[src/rtl/btn_pkg.sv]
// Shared definitions for the button front end: gesture FSM states, default
// gesture periods at 100 kHz and the active press level used by the debouncer.
package btn_pkg;

    typedef enum logic [2:0] {
        IDLE   = 3'd0,
        PRESS1 = 3'd1,
        WAIT2  = 3'd2,
        PRESS2 = 3'd3,
        HELD   = 3'd4
    } btn_state_t;

    localparam int   BTN_LONG_PRDS   = 100000;
    localparam int   BTN_DBL_PRDS    = 30000;
    localparam int   BTN_REPEAT_PRDS = 20000;
    localparam logic BTN_PRESS_LEVEL = 1'b1;

endpackage

[src/rtl/gesture_period_counter.sv]
// Clearable up-counter with an equality terminal-count flag; the gesture FSM
// shares one instance across all of its timed states.
module gesture_period_counter #(
    parameter int CNTWIDTH = 17
) (
    input  logic                clk,
    input  logic                rst_n,
    input  logic                clear,
    input  logic                enable,
    input  logic [CNTWIDTH-1:0] limit,
    output logic                done
);

    logic [CNTWIDTH-1:0] cnt_q;
    logic [CNTWIDTH-1:0] cnt_d;

    // Clear has priority over counting so a state entry always starts from zero.
    always_comb begin
        cnt_d = cnt_q;
        if (clear) begin
            cnt_d = {CNTWIDTH{1'b0}};
        end else if (enable) begin
            cnt_d = cnt_q + {{(CNTWIDTH-1){1'b0}}, 1'b1};
        end else begin
            cnt_d = cnt_q;
        end
    end

    // Counter register.
    always_ff @(posedge clk) begin
        if (!rst_n) begin
            cnt_q <= {CNTWIDTH{1'b0}};
        end else begin
            cnt_q <= cnt_d;
        end
    end

    assign done = (cnt_q == limit);

endmodule

[src/rtl/button_gesture_decoder.sv]
// Decodes debounced press/release pulses into short, long, double-click and
// auto-repeat gestures. Auto-repeat is built only when BTN_REPEAT_EN is defined.
module button_gesture_decoder
    import btn_pkg::*;
#(
    parameter int LONG_PRDS   = BTN_LONG_PRDS,
    parameter int DBL_PRDS    = BTN_DBL_PRDS,
    parameter int REPEAT_PRDS = BTN_REPEAT_PRDS,
    parameter int CNTWIDTH    = 17
) (
    input  logic clk_100K,
    input  logic rst_n,
    input  logic btnPress,
    input  logic btnRelease,
    output logic shortPress,
    output logic longPress,
    output logic doubleClick,
    output logic repeatPulse,
    output logic busy
);

    btn_state_t          state_q, state_d;
    logic                short_press_q, short_press_d;
    logic                long_press_q, long_press_d;
    logic                double_click_q, double_click_d;
    logic                repeat_pulse_q, repeat_pulse_d;
    logic                busy_q, busy_d;
    logic                press_ev, release_ev;
    logic                cnt_clear, cnt_en, cnt_done;
    logic [CNTWIDTH-1:0] cnt_limit;

    // A simultaneous press and release cancel each other out.
    assign press_ev   = btnPress & ~btnRelease;
    assign release_ev = btnRelease & ~btnPress;

    gesture_period_counter #(
        .CNTWIDTH (CNTWIDTH)
    ) u_period_cnt (
        .clk    (clk_100K),
        .rst_n  (rst_n),
        .clear  (cnt_clear),
        .enable (cnt_en),
        .limit  (cnt_limit),
        .done   (cnt_done)
    );

    // Terminal count for whichever timed state is active.
    always_comb begin
        case (state_q)
            PRESS1:  cnt_limit = CNTWIDTH'(LONG_PRDS - 1);
            WAIT2:   cnt_limit = CNTWIDTH'(DBL_PRDS - 1);
            HELD:    cnt_limit = CNTWIDTH'(REPEAT_PRDS - 1);
            default: cnt_limit = {CNTWIDTH{1'b1}};
        endcase
    end

    // State register plus the registered gesture outputs.
    always_ff @(posedge clk_100K) begin
        if (!rst_n) begin
            state_q        <= IDLE;
            short_press_q  <= 1'b0;
            long_press_q   <= 1'b0;
            double_click_q <= 1'b0;
            repeat_pulse_q <= 1'b0;
            busy_q         <= 1'b0;
        end else begin
            state_q        <= state_d;
            short_press_q  <= short_press_d;
            long_press_q   <= long_press_d;
            double_click_q <= double_click_d;
            repeat_pulse_q <= repeat_pulse_d;
            busy_q         <= busy_d;
        end
    end

    // Next state; user events take priority over terminal counts on the same edge.
    always_comb begin
        state_d = state_q;
        case (state_q)
            IDLE: begin
                if (press_ev) state_d = PRESS1;
                else          state_d = IDLE;
            end
            PRESS1: begin
                if (release_ev)    state_d = WAIT2;
                else if (cnt_done) state_d = HELD;
                else               state_d = PRESS1;
            end
            WAIT2: begin
                if (press_ev)      state_d = PRESS2;
                else if (cnt_done) state_d = IDLE;
                else               state_d = WAIT2;
            end
            PRESS2: begin
                if (release_ev) state_d = IDLE;
                else            state_d = PRESS2;
            end
            HELD: begin
                if (release_ev) state_d = IDLE;
                else            state_d = HELD;
            end
            default: state_d = IDLE;
        endcase
    end

    // Gesture decisions and counter control.
    always_comb begin
        short_press_d  = (state_q == WAIT2)  && !press_ev   && cnt_done;
        long_press_d   = (state_q == PRESS1) && !release_ev && cnt_done;
        double_click_d = (state_q == WAIT2)  && press_ev;
        busy_d         = (state_d != IDLE);
`ifdef BTN_REPEAT_EN
        repeat_pulse_d = (state_q == HELD) && !release_ev && cnt_done;
        cnt_en         = (state_q == PRESS1) || (state_q == WAIT2) || (state_q == HELD);
`else
        repeat_pulse_d = 1'b0;
        cnt_en         = (state_q == PRESS1) || (state_q == WAIT2);
`endif
        // Restarting on each repeat keeps HELD periodic without a second counter.
        cnt_clear = (state_d != state_q) || repeat_pulse_d;
    end

    assign shortPress  = short_press_q;
    assign longPress   = long_press_q;
    assign doubleClick = double_click_q;
    assign repeatPulse = repeat_pulse_q;
    assign busy        = busy_q;

endmodule

[config.mk]
export PLATFORM = sky130hd
export DESIGN_NAME = button_gesture_decoder
export DESIGN_NICKNAME = d
export VERILOG_FILES = /design/src/rtl/btn_pkg.sv /design/src/rtl/gesture_period_counter.sv /design/src/rtl/button_gesture_decoder.sv
export SDC_FILE = /design/constraint.sdc
export NUM_CORES = 1
export LEC_CHECK = 0
export BUFFER_PORTS_ARGS = -buffer_cell sky130_fd_sc_hd__buf_4
export CAP_MARGIN = 20
export CORE_MARGIN = 2
export CORE_UTILIZATION = 35
export CTS_CLUSTER_SIZE = 20
export DETAILED_ROUTE_END_ITERATION = 10
export SETUP_SLACK_MARGIN = 0.2
export SYNTH_ARGS = -nofsm -noshare
export SYNTH_HDL_FRONTEND = slang
export SYNTH_HIERARCHICAL = 1
export SYNTH_SLANG_ARGS = --single-unit
[constraint.sdc]
create_clock -name clk_100K -period 4.55 [get_ports clk_100K]
set_clock_uncertainty 0.2 [all_clocks]
set_input_delay 0.2275 -clock clk_100K [delete_from_list [all_inputs] [get_ports clk_100K]]
set_output_delay 0.2275 -clock clk_100K [all_outputs]
set_load 0.02 [all_outputs]
---- Word-level counts from Yosys, hierarchy flattened ----
Cells that the tools add are included.
cells by class
  bitwise gates (word level) .............. 5
  $add $sub $neg .......................... 1
  reductions and logical operators ........ 11
  equality and inequality tests ........... 6
  mux-type cells .......................... 9
operators by type and width
  cell                     count
  $pmux W17 S3             1
  $add A17 B1 Y17 const B  1
  $eq A17 B17 Y1           1
  $pmux W3 S5              1
  $mux W3                  3
  $eq A3 B2 Y1 const B     2
  $mux W2                  3
  $logic_and A1 B1 Y1      5
  $eq A3 B1 Y1 const B     1
  $eq A3 B3 Y1 const B     1
  $logic_not A3 Y1         1
  $ne A3 B3 Y1             1
  $not A1 Y1               3
  $reduce_bool A3 Y1       1
  $and A1 B1 Y1            2
  $logic_not A1 Y1         2
  $reduce_or A2 Y1         1
  $logic_or A1 B1 Y1       1
  $mux W1                  1
storage, ports and cells
  register bits ........................... 24
  output and inout port bits .............. 5
  logic and storage cells ................. 38
  input port bits ......................... 4

---- Depth between registers and ports, before layout ----
Gate-level depths: netlist of run 1.
  depth after elaboration ................. 8
  gate-level depth with buffers ........... 16

---- Modules after synthesis ----
Netlist of run 1, hierarchy kept.
modules (own cells, without submodules)
  module                  area each (sq um)  cells an instance  times used
  gesture_period_counter  960.9              110                1
  button_gesture_decoder  460.4              58                 1

---- Worst setup path after synthesis of run 1 ----
OpenSTA, ideal clock, no wires.
  path kind ............................... flip-flop to flip-flop
  from .................................... register state_q[2]
  to ...................................... register u_period_cnt.cnt_q[0]
  clock period less this slack ............ 3.357 ns
  setup slack ............................. 1.193 ns
  cell stages (with the launch flop) ...... 17
  data required time ...................... 4.222 ns
  data arrival time ....................... 3.029 ns
  setup time .............................. 0.128 ns
  cell sequence ........................... dfxtp_1 > buf_6 > or3b_1 > buf_6 > nand2_2 > o21ai_2 > xor2_1 > nor4_1 > nand3_1 > nor4_1 > nor2b_1 > o21ai_0 > nand4_1 > nand2b_1 > buf_6 > clkbuf_1 > nor2_1
on the way
  word-level cells in the longest chain between the ends .. 8
  elaborated cells between the ends (all ways) .. 15
RTL lines
  item                                        line                                                        RTL
  start: declaration                          button_gesture_decoder.sv:22                                btn_state_t state_q, state_d;
  start signal: assignment                    button_gesture_decoder.sv:67                                state_q <= state_d;
  $eq A3 B3 Y1, or another cell as far along  button_gesture_decoder.sv:49                                case (state_q)
  $pmux W17 S3 *                              button_gesture_decoder.sv:49
  via cnt_limit[4]                            button_gesture_decoder.sv:30                                logic [CNTWIDTH-1:0] cnt_limit;
  $eq A17 B17 Y1 *                            gesture_period_counter.sv:38                                assign done = (cnt_q == limit);
  via cnt_done                                button_gesture_decoder.sv:29                                logic cnt_clear, cnt_en, cnt_done;
  $mux W3 or $mux W2 (tied branches)          button_gesture_decoder.sv:86, button_gesture_decoder.sv:91
  $mux W3 or $mux W2 (tied branches)          button_gesture_decoder.sv:85, button_gesture_decoder.sv:90
  $pmux W3 S5 *                               button_gesture_decoder.sv:79                                case (state_q)
  $ne A3 B3 Y1 *                              button_gesture_decoder.sv:120                               cnt_clear = (state_d != state_q) || repeat_pulse_d;
  via cnt_clear                               button_gesture_decoder.sv:29
  $reduce_or A2 Y1 (no line) *                -
  end signal: assignment                      gesture_period_counter.sv:32                                cnt_q <= {CNTWIDTH{1'b0}};
  end signal: assignment                      gesture_period_counter.sv:34                                cnt_q <= cnt_d;
  end: declaration                            gesture_period_counter.sv:14                                logic [CNTWIDTH-1:0] cnt_q;
Mark *: on every way through the listed nets, which the timed path passes. The rest lies on a longest branch.
A chain may end at the register's enable or synchronous reset.

---- Worst setup path after layout of run 1 ----
  from .................................... register state_q[1]
  to ...................................... register u_period_cnt.cnt_q[15]
on the way
  elaborated cells between the ends (all ways) .. 15
RTL lines
  item                                          line                           RTL
  $eq A3 B1 Y1 or $eq A3 B2 Y1 (tied branches)  button_gesture_decoder.sv:117  cnt_en = (state_q == PRESS1) || (state_q == WAIT2);
  $logic_or A1 B1 Y1 *                          button_gesture_decoder.sv:117
  via cnt_en                                    button_gesture_decoder.sv:29
Marked as above.

==> results.cfg, run 1 <==
[status]
outcome = finished clean

[timing]
rsz0062_at_grt = false
setup_tns_ns = 0
setup_violations = 0
worstMarginPinSlew_ns = 0.6860
fin_crit_ns = 3.946
worst_slack_ns = 0.6040
post-route-period-util_pct = 86.72
fmax_mhz = 253.4
whs_ns = 0.03281
slew_headroom_pct = 53.84
finalHoldViolCount = 0
drv_slew = 0

[final_layout]
layout.nets = 182
area_delta_synth_final_pct = 7.747
postLayoutCellArea_sq_um = 1531
n_fill_cell = 410
drive_gt1_share_pct = 12.00
diodes = 0

[die]
die_h_microns = 67.73
rows = 23
dieWidth_microns = 67.73
die-area_sq_um = 4587
core_sq_um = 3943
boundaryPins = 9
start_util_pct = 36.05

[yosys]
ys.flop_type = dfxtp_1
synth_warnings = 6
yosysMostFrequentCell = dfxtp_1
synth_seq_area_share_pct = 33.80
synth_area_sq_um = 1421
synthTopCellsByArea = dfxtp_1 (34%), xor2_1 (9.9%), xnor2_1 (6.8%), nor2_1 (4.8%), o21ai_0 (3.2%)
yosysTopAreaCellShare_pct = 33.80
synth-edff-count = 0
yosys.area.top_type = dfxtp_1
synth_common_cells = dfxtp_1 (24), nor2_1 (18), xor2_1 (16)
synthArstFlopShare_pct = 0
syn_area_per_cell_sq_um = 8.460
yosysUniqueCellTypes = 41
syn_inst = 168
ys_ff_latch = 24

[cts]
root_buffer = clkbuf_8
cts_buffer_depth = 2
cts.clk_slew.worst_paths_ns = 0.08
cts.repair.resized = 0
worstSkewPairLatency_ns = 0.27
post_cts_buffers = 0
htreeDepth = 1
clock_sinks = 24
numCtsBuffers = 3
cts_tree = built
hold_buffers = 0

[power]
leakage_nw = 0.5562
power_mw = 0.3851
irDropWorstVdd_uv = 83.51
power_density_nw_per_um2 = 251.5

[setup_path]
cp_max_fo = 16
slowest_stage = or3b_1
critPathBufInv = 1
critPathRequiredTime_ns = 4.52
reg2reg_depth = 14
worst_setup_path_end_kind = register
worstSetupStartpointType = register
cp_top_family = simple AND/OR/NAND/NOR gates
crit_chain = or3b_1, nand2_2, nor2_1, xor2_1, nor4_1, nand3_1, nor4_1, nor2b_1, o21ai_0, nand4_1, nand2b_1, buf_4, nor2_1, mux2_2
crit_cells = 14
cpPeakStageDelay_ns = 0.55
worst-setup-path-type = reg2reg
crit_arrival_ns = 3.92

[placement]
place_ws_ns = 0.6092
place_congestion = 0.9411
io_buffers = 7
place_area_sq_um = 1490
dp_hpwl_microns = 2006

[grt]
grtUsageMet3_pct = 2.000
grt_start_max_net_pins = 17
use_met1_pct = 17.56
grt.busiest_layer = met2
grt-ovfl-total = 0
grt_first_pass_wirelength_microns = 4567
grt_pass1_vias = 1006
grt.total_usage_pct = 13.30
antenna_found_initial = 0
use_met2_pct = 21.20

[route]
initialDrtViolationCount = 43
drt-total-wl_microns = 2706
dr_total_vias = 1101
dr.pass1.iters = 3
final_antenna_net_count = 0
wl_per_cell_microns = 12.03
drc = 0
routed_via_density = 4.893

[worst_hold_path]
hold_class = in2reg
worstHoldPathCells = 3

[job]
max_cap_viol_count = 0
-- flip-flops by register name, indices dropped and copies added, names as in the netlist --
signal and flops:
busy 1, longPress 1, shortPress 1, u_period_cnt/cnt_q 17, state_q 3, doubleClick 1
-- worst reg2reg max path: stages, from the launching register on --
cell	delay, ns
dfxtp_1	0.51
or3b_1	0.55
nand2_2	0.24
nor2_1	0.09
xor2_1	0.16
nor4_1	0.32
nand3_1	0.13
nor4_1	0.54
nor2b_1	0.24
o21ai_0	0.09
nand4_1	0.12
nand2b_1	0.13
buf_4	0.21
nor2_1	0.06
mux2_2	0.25
-- layout by cell type, fill, tap and decap left out, types with 2 or more instances in the layout --
cell / count
and2b_1: 3
xor2_1: 16
and2_1: 2
nor2_1: 18
nor3_1: 6
or3_1: 4
nor2b_1: 6
conb_1: 6
nor4_1: 5
buf_4: 8
nand2_1: 12
nand2b_1: 2
clkbuf_8: 3
nand3_1: 3
a21oi_1: 7
nand4_1: 6
dfxtp_1: 24
inv_1: 5
xnor2_1: 11
o21ai_0: 9
-- layout make-up --
| class | instances | area (sq um) | area share [%] |
|---|---|---|---|
| inverter | 5 | 18.77 | 1.225 |
| clock buffer | 3 | 41.29 | 2.696 |
| sequential | 24 | 480.5 | 31.37 |
| multi-input combinational | 135 | 868.3 | 56.70 |
| timing repair buffer | 8 | 60.06 | 3.922 |
| tap | 50 | 62.56 | 4.085 |
-- metrics by stage --
| step | instances | utilization, % |
|---|---|---|
| CTS | 225 | 38.84 |
| detailed placement | 222 | 37.80 |
| finish | 225 | 38.84 |
| global placement | 222 | 37.80 |
| floorplan | 172 | - |
| global route | 225 | 38.84 |
-- worst paths after layout --
check	slack, ns	startpoint	to
min	0.03	rst_n	doubleClick
max reg2reg	0.60	state_q[1]	u_period_cnt/cnt_q[15]
max	0.60	state_q[1]	u_period_cnt/cnt_q[15]
min reg2reg	0.33	u_period_cnt/cnt_q[16]	u_period_cnt/cnt_q[16]
-- routing by layer --
metal	vias up	wire (microns)	part of all wire [%]
met5	-	0	0
met4	0	55	2.0
met3	4	52	1.9
met2	8	1215	45
met1	509	1382	51
li1	580	-	-
-- logic make-up after synthesis --
kind of cell	Yosys count	share of synthesized area, %
AO/OA/AOI/OAI	22	9.155
XOR/XNOR	27	16.64
adder cells (fa/ha/maj)	1	0.8801
buffers and inverters	13	6.161
flip-flops	24	33.80
multiplexers	2	1.496
other	2	0.5284
AND/OR/NAND/NOR	77	31.34
-- report_power, final --
part           switching [mW]  total, mW  internal (mW)  leakage, nW
sequential            0.00398      0.217          0.213        0.194
combinational          0.0242     0.0421         0.0179        0.341
clock                  0.0672      0.127         0.0593       0.0216
(Power assumes the default switching activity.)
==> run 2: changes to the inputs <==
- CORE_UTILIZATION: 35 -> 59
- PLACE_DENSITY: unset -> 0.89
==> run 2 against run 1 <==
Effect of this change:
- worst setup slack lost 0.10 ns
- critical path type unchanged
- flip-flop and latch count is the same
- wire length up 1.9%
- sequential power about the same
- highest routed layer unchanged
- die area shrank 39%
- utilization grew 29 points
- cell area shrank 0.41%
- total power increased by 8.2%
- fmax fell by 2.5%
- critical path depth unchanged
- clock power up 23%
- first-iteration DRC count decreased by 33%
==> results.cfg, run 2 (synthesis results as in run 1) <==
[cts]
numCtsBuffers = 3
cts_tree = built
clock_sinks = 24
cts.clk_slew.worst_paths_ns = 0.13
htreeDepth = 1
root_buffer = clkbuf_4
cts.repair.resized = 0
cts_buffer_depth = 2
worstSkewPairLatency_ns = 0.32

[grt]
grt-ovfl-total = 0
grt_start_max_net_pins = 18
grt_first_pass_wirelength_microns = 4836
grt.total_usage_pct = 22.99
grt_pass1_vias = 1086
antenna_found_initial = 0

[setup_path]
worst-setup-path-type = reg2reg
reg2reg_from = state_q[1]
critPathBufInv = 1
cp_top_family = simple AND/OR/NAND/NOR gates
r2r-end = u_period_cnt/cnt_q[15]
worst_setup_path_end_kind = register
slowest_stage = nor4_1
crit_chain = or3b_1, nand2_2, o21ai_2, xor2_1, nor4_1, nand3_1, nor4_1, nor2b_1, o21ai_0, nand4_1, nand2b_1, buf_4, nor2_1, mux2_2
reg2reg_depth = 14
critPathMostFrequentCell = nor4_1
cp_max_fo = 17
cpPeakStageDelay_ns = 0.60
critPathRequiredTime_ns = 4.58
worstSetupStartpointType = register
crit_arrival_ns = 4.08
r2r_slack_ns = 0.50

[final_layout]
final_common_cell = dfxtp_1
layout_common_cells = dfxtp_1 (24), nor2_1 (18), xor2_1 (16)
drive_gt1_share_pct = 12.43
largestRegisters = u_period_cnt/cnt_q x17, state_q x3
n_fill_cell = 185
area_delta_synth_final_pct = 7.306
regMostFlops = u_period_cnt/cnt_q
largest_register_ffs = 17
diodes = 0
layout.nets = 183

[timing]
post-route-period-util_pct = 88.98
finalHoldViolCount = 0
setup_violations = 0
worstMarginPinSlew_ns = 0.7716
whs_ns = 0.02661
rsz0062_at_grt = false
setup_tns_ns = 0
slew_headroom_pct = 48.09
fmax_mhz = 247.0
drv_slew = 0
fin_crit_ns = 4.048

[worst_hold_path]
hold_class = in2reg
hold_path.startpoint = btnRelease
worstHoldPathCells = 4
holdPathEnd = busy

[route]
drt-total-wl_microns = 2758
drc = 0
wl_per_cell_microns = 13.45
dr.pass1.iters = 4
routed_via_density = 5.668
final_antenna_net_count = 0
dr_total_vias = 1162
initialDrtViolationCount = 29

[power]
power_mw = 0.4166
leakage_nw = 0.5668
irDropWorstVdd_uv = 277.0
power_density_nw_per_um2 = 273.2

[placement]
dp_hpwl_microns = 2035
place_congestion = 0.8587
io_buffers = 7

[die]
boundaryPins = 9
core_sq_um = 2255
start_util_pct = 63.04
rows = 17
die-area_sq_um = 2817
dieWidth_microns = 53.08
die_h_microns = 53.08

[status]
outcome = finished clean

[job]
max_cap_viol_count = 0
[run 2: metrics by stage]
step / util, % / std cells / setup WS (ns) / area [sq um]
4_1_cts: 67.65 / 205 / 0.5630 / 1525
3_3_place_gp: 64.87 / 200 / 0.8565 / 1463
2_1_floorplan: - / 172 / 1.193 / 1436
6_report: 67.65 / 205 / 0.5015 / 1525
5_1_grt: 67.65 / 205 / 0.2284 / 1525
3_5_place_dp: 64.87 / 200 / 0.5808 / 1463
[run 2: worst register-to-register path, stage by stage (launching register included)]
cell and delay (ns):
dfxtp_1 0.55, or3b_1 0.56, nand2_2 0.25, o21ai_2 0.15, xor2_1 0.17, nor4_1 0.27, nand3_1 0.10, nor4_1 0.60
nor2b_1 0.26, o21ai_0 0.09, nand4_1 0.13, nand2b_1 0.11, buf_4 0.21, nor2_1 0.06, mux2_2 0.25
[run 2: worst max path at each step]
stage,depth (start not counted),endpoint,startpoint
CTS,14,u_period_cnt/cnt_q[15],state_q[1]
global placement,14,u_period_cnt/cnt_q[15],state_q[1]
global route,14,u_period_cnt/cnt_q[15],state_q[0]
finish,14,u_period_cnt/cnt_q[15],state_q[1]
floorplan,16,u_period_cnt/cnt_q[0],state_q[2]
detailed placement,14,u_period_cnt/cnt_q[15],state_q[1]
[run 2: area by class of cell]
cell class | count | area [sq um] | share of cell area, %
clock buffer | 3 | 22.52 | 1.477
sequential | 24 | 480.5 | 31.50
clock inverter | 1 | 30.03 | 1.969
tap | 28 | 35.03 | 2.297
inverter | 5 | 18.77 | 1.231
multi-input combinational | 135 | 868.3 | 56.93
timing repair buffer | 9 | 70.07 | 4.594
[run 2: what timing repair did]
item	in CTS	in global routing
hold buffers	1	0
hold endpoints to repair	2	0
setup buffers	0	0
[run 2: routing by layer]
layer  global-route usage, %  wire length (microns)  up-vias
li1                        -                      -      584
met2                   38.75                   1297       27
met5                       0                      0        -
met3                   6.215                    109        6
met4                   6.838                     51        0
met1                   28.37                   1299      545
[run 2: power by group]
group	switching, mW	leakage (nW)	internal, mW
clock network	0.0663	0.0279	0.0892
registers	0.00419	0.194	0.213
logic	0.0256	0.345	0.0184
==> run 3: changes to the inputs <==
- PLACE_DENSITY: 0.89 -> 0.82
==> run 3 against run 2 <==
Effect of this change:
- wire length is 4.6% lower
- die area stayed put
- worst setup slack better by 0.046 ns
- global-route usage is 0.76 points lower
- largest power group unchanged
- non-clock buffer count stayed put
- sequential share of layout area is 0.63 points higher
- first-iteration DRC count is 38% lower
- cell area is 2.0% lower
- highest routed layer unchanged
- utilization is 1.3 points lower
- combinational power is 1% lower
- total power is 16% lower
==> results.cfg, run 3 (synthesis results as in run 1) <==
[cts]
cts.clk_slew.worst_paths_ns = 0.13
post_cts_buffers = 0
worstSkewPairLatency_ns = 0.31
cts_buffer_depth = 2
numCtsBuffers = 3
htreeDepth = 1
root_buffer = clkbuf_4
clock_sinks = 24
cts_tree = built

[final_layout]
seq_area_sq_um = 480.5
n_fill_cell = 204
area_delta_synth_final_pct = 5.193
multi_input_area_sq_um = 868.3
layout.nets = 183
largestRegisters = u_period_cnt/cnt_q x17, state_q x3
postLayoutCellArea_sq_um = 1495
regMostFlops = u_period_cnt/cnt_q
diodes = 0
final_common_cell = dfxtp_1
largest_register_ffs = 17
drive_gt1_share_pct = 11.93
fin_util_pct = 66.32
layout_common_cells = dfxtp_1 (24), nor2_1 (18), xor2_1 (16)

[route]
dr.pass1.iters = 4
drc = 0
dr_total_vias = 1133
initialDrtViolationCount = 18
final_antenna_net_count = 0
wl_per_cell_microns = 12.89
routed_via_density = 5.554
drt-total-wl_microns = 2630

[timing]
whs_ns = 0.02385
fin_crit_ns = 4.003
post-route-period-util_pct = 87.98
setup_tns_ns = 0
setup_violations = 0
worst_slack_ns = 0.5471
finalHoldViolCount = 0
worstMarginPinSlew_ns = 0.5874
rsz0062_at_grt = false
fmax_mhz = 249.8
slew_headroom_pct = 60.48
drv_slew = 0

[die]
die_h_microns = 53.08
dieWidth_microns = 53.08
start_util_pct = 63.04
core_sq_um = 2255
rows = 17
die-area_sq_um = 2817
boundaryPins = 9

[setup_path]
crit_arrival_ns = 4.01
worst_setup_path_end_kind = register
reg2reg_depth = 14
cpPeakStageDelay_ns = 0.56
worstSetupStartpointType = register
critPathRequiredTime_ns = 4.56
critPathBufInv = 1
crit_chain = or3b_1, nand2_2, o21ai_2, xor2_1, nor4_1, nand3_1, nor4_1, nor2b_1, o21ai_0, nand4_1, nand2b_1, buf_4, nor2_1, a31o_2
slowest_stage = or3b_1
worst-setup-path-type = reg2reg
crit_cells = 14
cp_max_fo = 13
critPathMostFrequentCell = nor4_1
cp_top_family = simple AND/OR/NAND/NOR gates

[job]
max_cap_viol_count = 0

[placement]
place_ws_ns = 0.6497
io_buffers = 7
place_area_sq_um = 1463
dp_hpwl_microns = 2012
place_congestion = 0.8364

[grt]
grt.total_usage_pct = 22.23
antenna_found_initial = 0
grt-ovfl-total = 0
grt_pass1_vias = 1122
grt_first_pass_wirelength_microns = 4685
grt_start_max_net_pins = 14

[power]
leakage_nw = 0.5526
irDropWorstVdd_uv = 229.7
power_density_nw_per_um2 = 234.2

[worst_hold_path]
hold_class = in2reg
worstHoldPathCells = 4

[status]
outcome = finished clean
[run 3: layout make-up]
| type | instances | share of cell area [%] |
|---|---|---|
| tap | 28 | 2.343 |
| clock buffer | 3 | 1.506 |
| timing repair buffer | 9 | 4.686 |
| sequential | 24 | 32.13 |
| multi-input combinational | 135 | 58.08 |
| inverter | 5 | 1.255 |
[run 3: worst reg2reg max path, delay by kind of cell, from the launching register on]
kind	cells	cell delay (ns)
DFF	1	0.52
and+or+nand+nor	9	2.30
xor gates and xnor gates	1	0.18
buffers and inverters	1	0.23
AOI/OAI and AO/OA	3	0.48
[run 3: timing repair]
item | CTS | global route
gates resized for setup | 0 | 0
endpoints found under the hold margin | 2 | 0
hold buffers | 1 | 0
[run 3: per-stage QoR]
step	std cells	total power, mW
floorplan	172	0.2558
global placement	200	0.2623
detailed placement	200	0.2635
CTS	204	0.3547
global route	204	0.3682
finish	204	0.3502
[run 3: where the power goes]
part	total [mW]	internal (mW)	switching [mW]
Clock	0.0900	0.0309	0.0591
Combinational	0.0434	0.0183	0.0251
Sequential	0.217	0.213	0.00394
[run 3: final timing paths]
check,start,endpoint,slack [ns]
max,state_q[1],u_period_cnt/cnt_q[13],0.55
min reg2reg,u_period_cnt/cnt_q[16],u_period_cnt/cnt_q[16],0.32
max reg2reg,state_q[1],u_period_cnt/cnt_q[13],0.55
min,btnRelease,busy,0.02
[run 3: layer usage]
| metal | global-route usage, % | wire length, microns | share of wire [%] | up-vias |
|---|---|---|---|---|
| met5 | 0 | 0 | 0 | - |
| met4 | 4.701 | 9 | 0.34 | 0 |
| met3 | 3.390 | 70 | 2.7 | 2 |
| met2 | 40.00 | 1332 | 51 | 17 |
| met1 | 27.73 | 1217 | 46 | 531 |
| li1 | - | - | - | 583 |
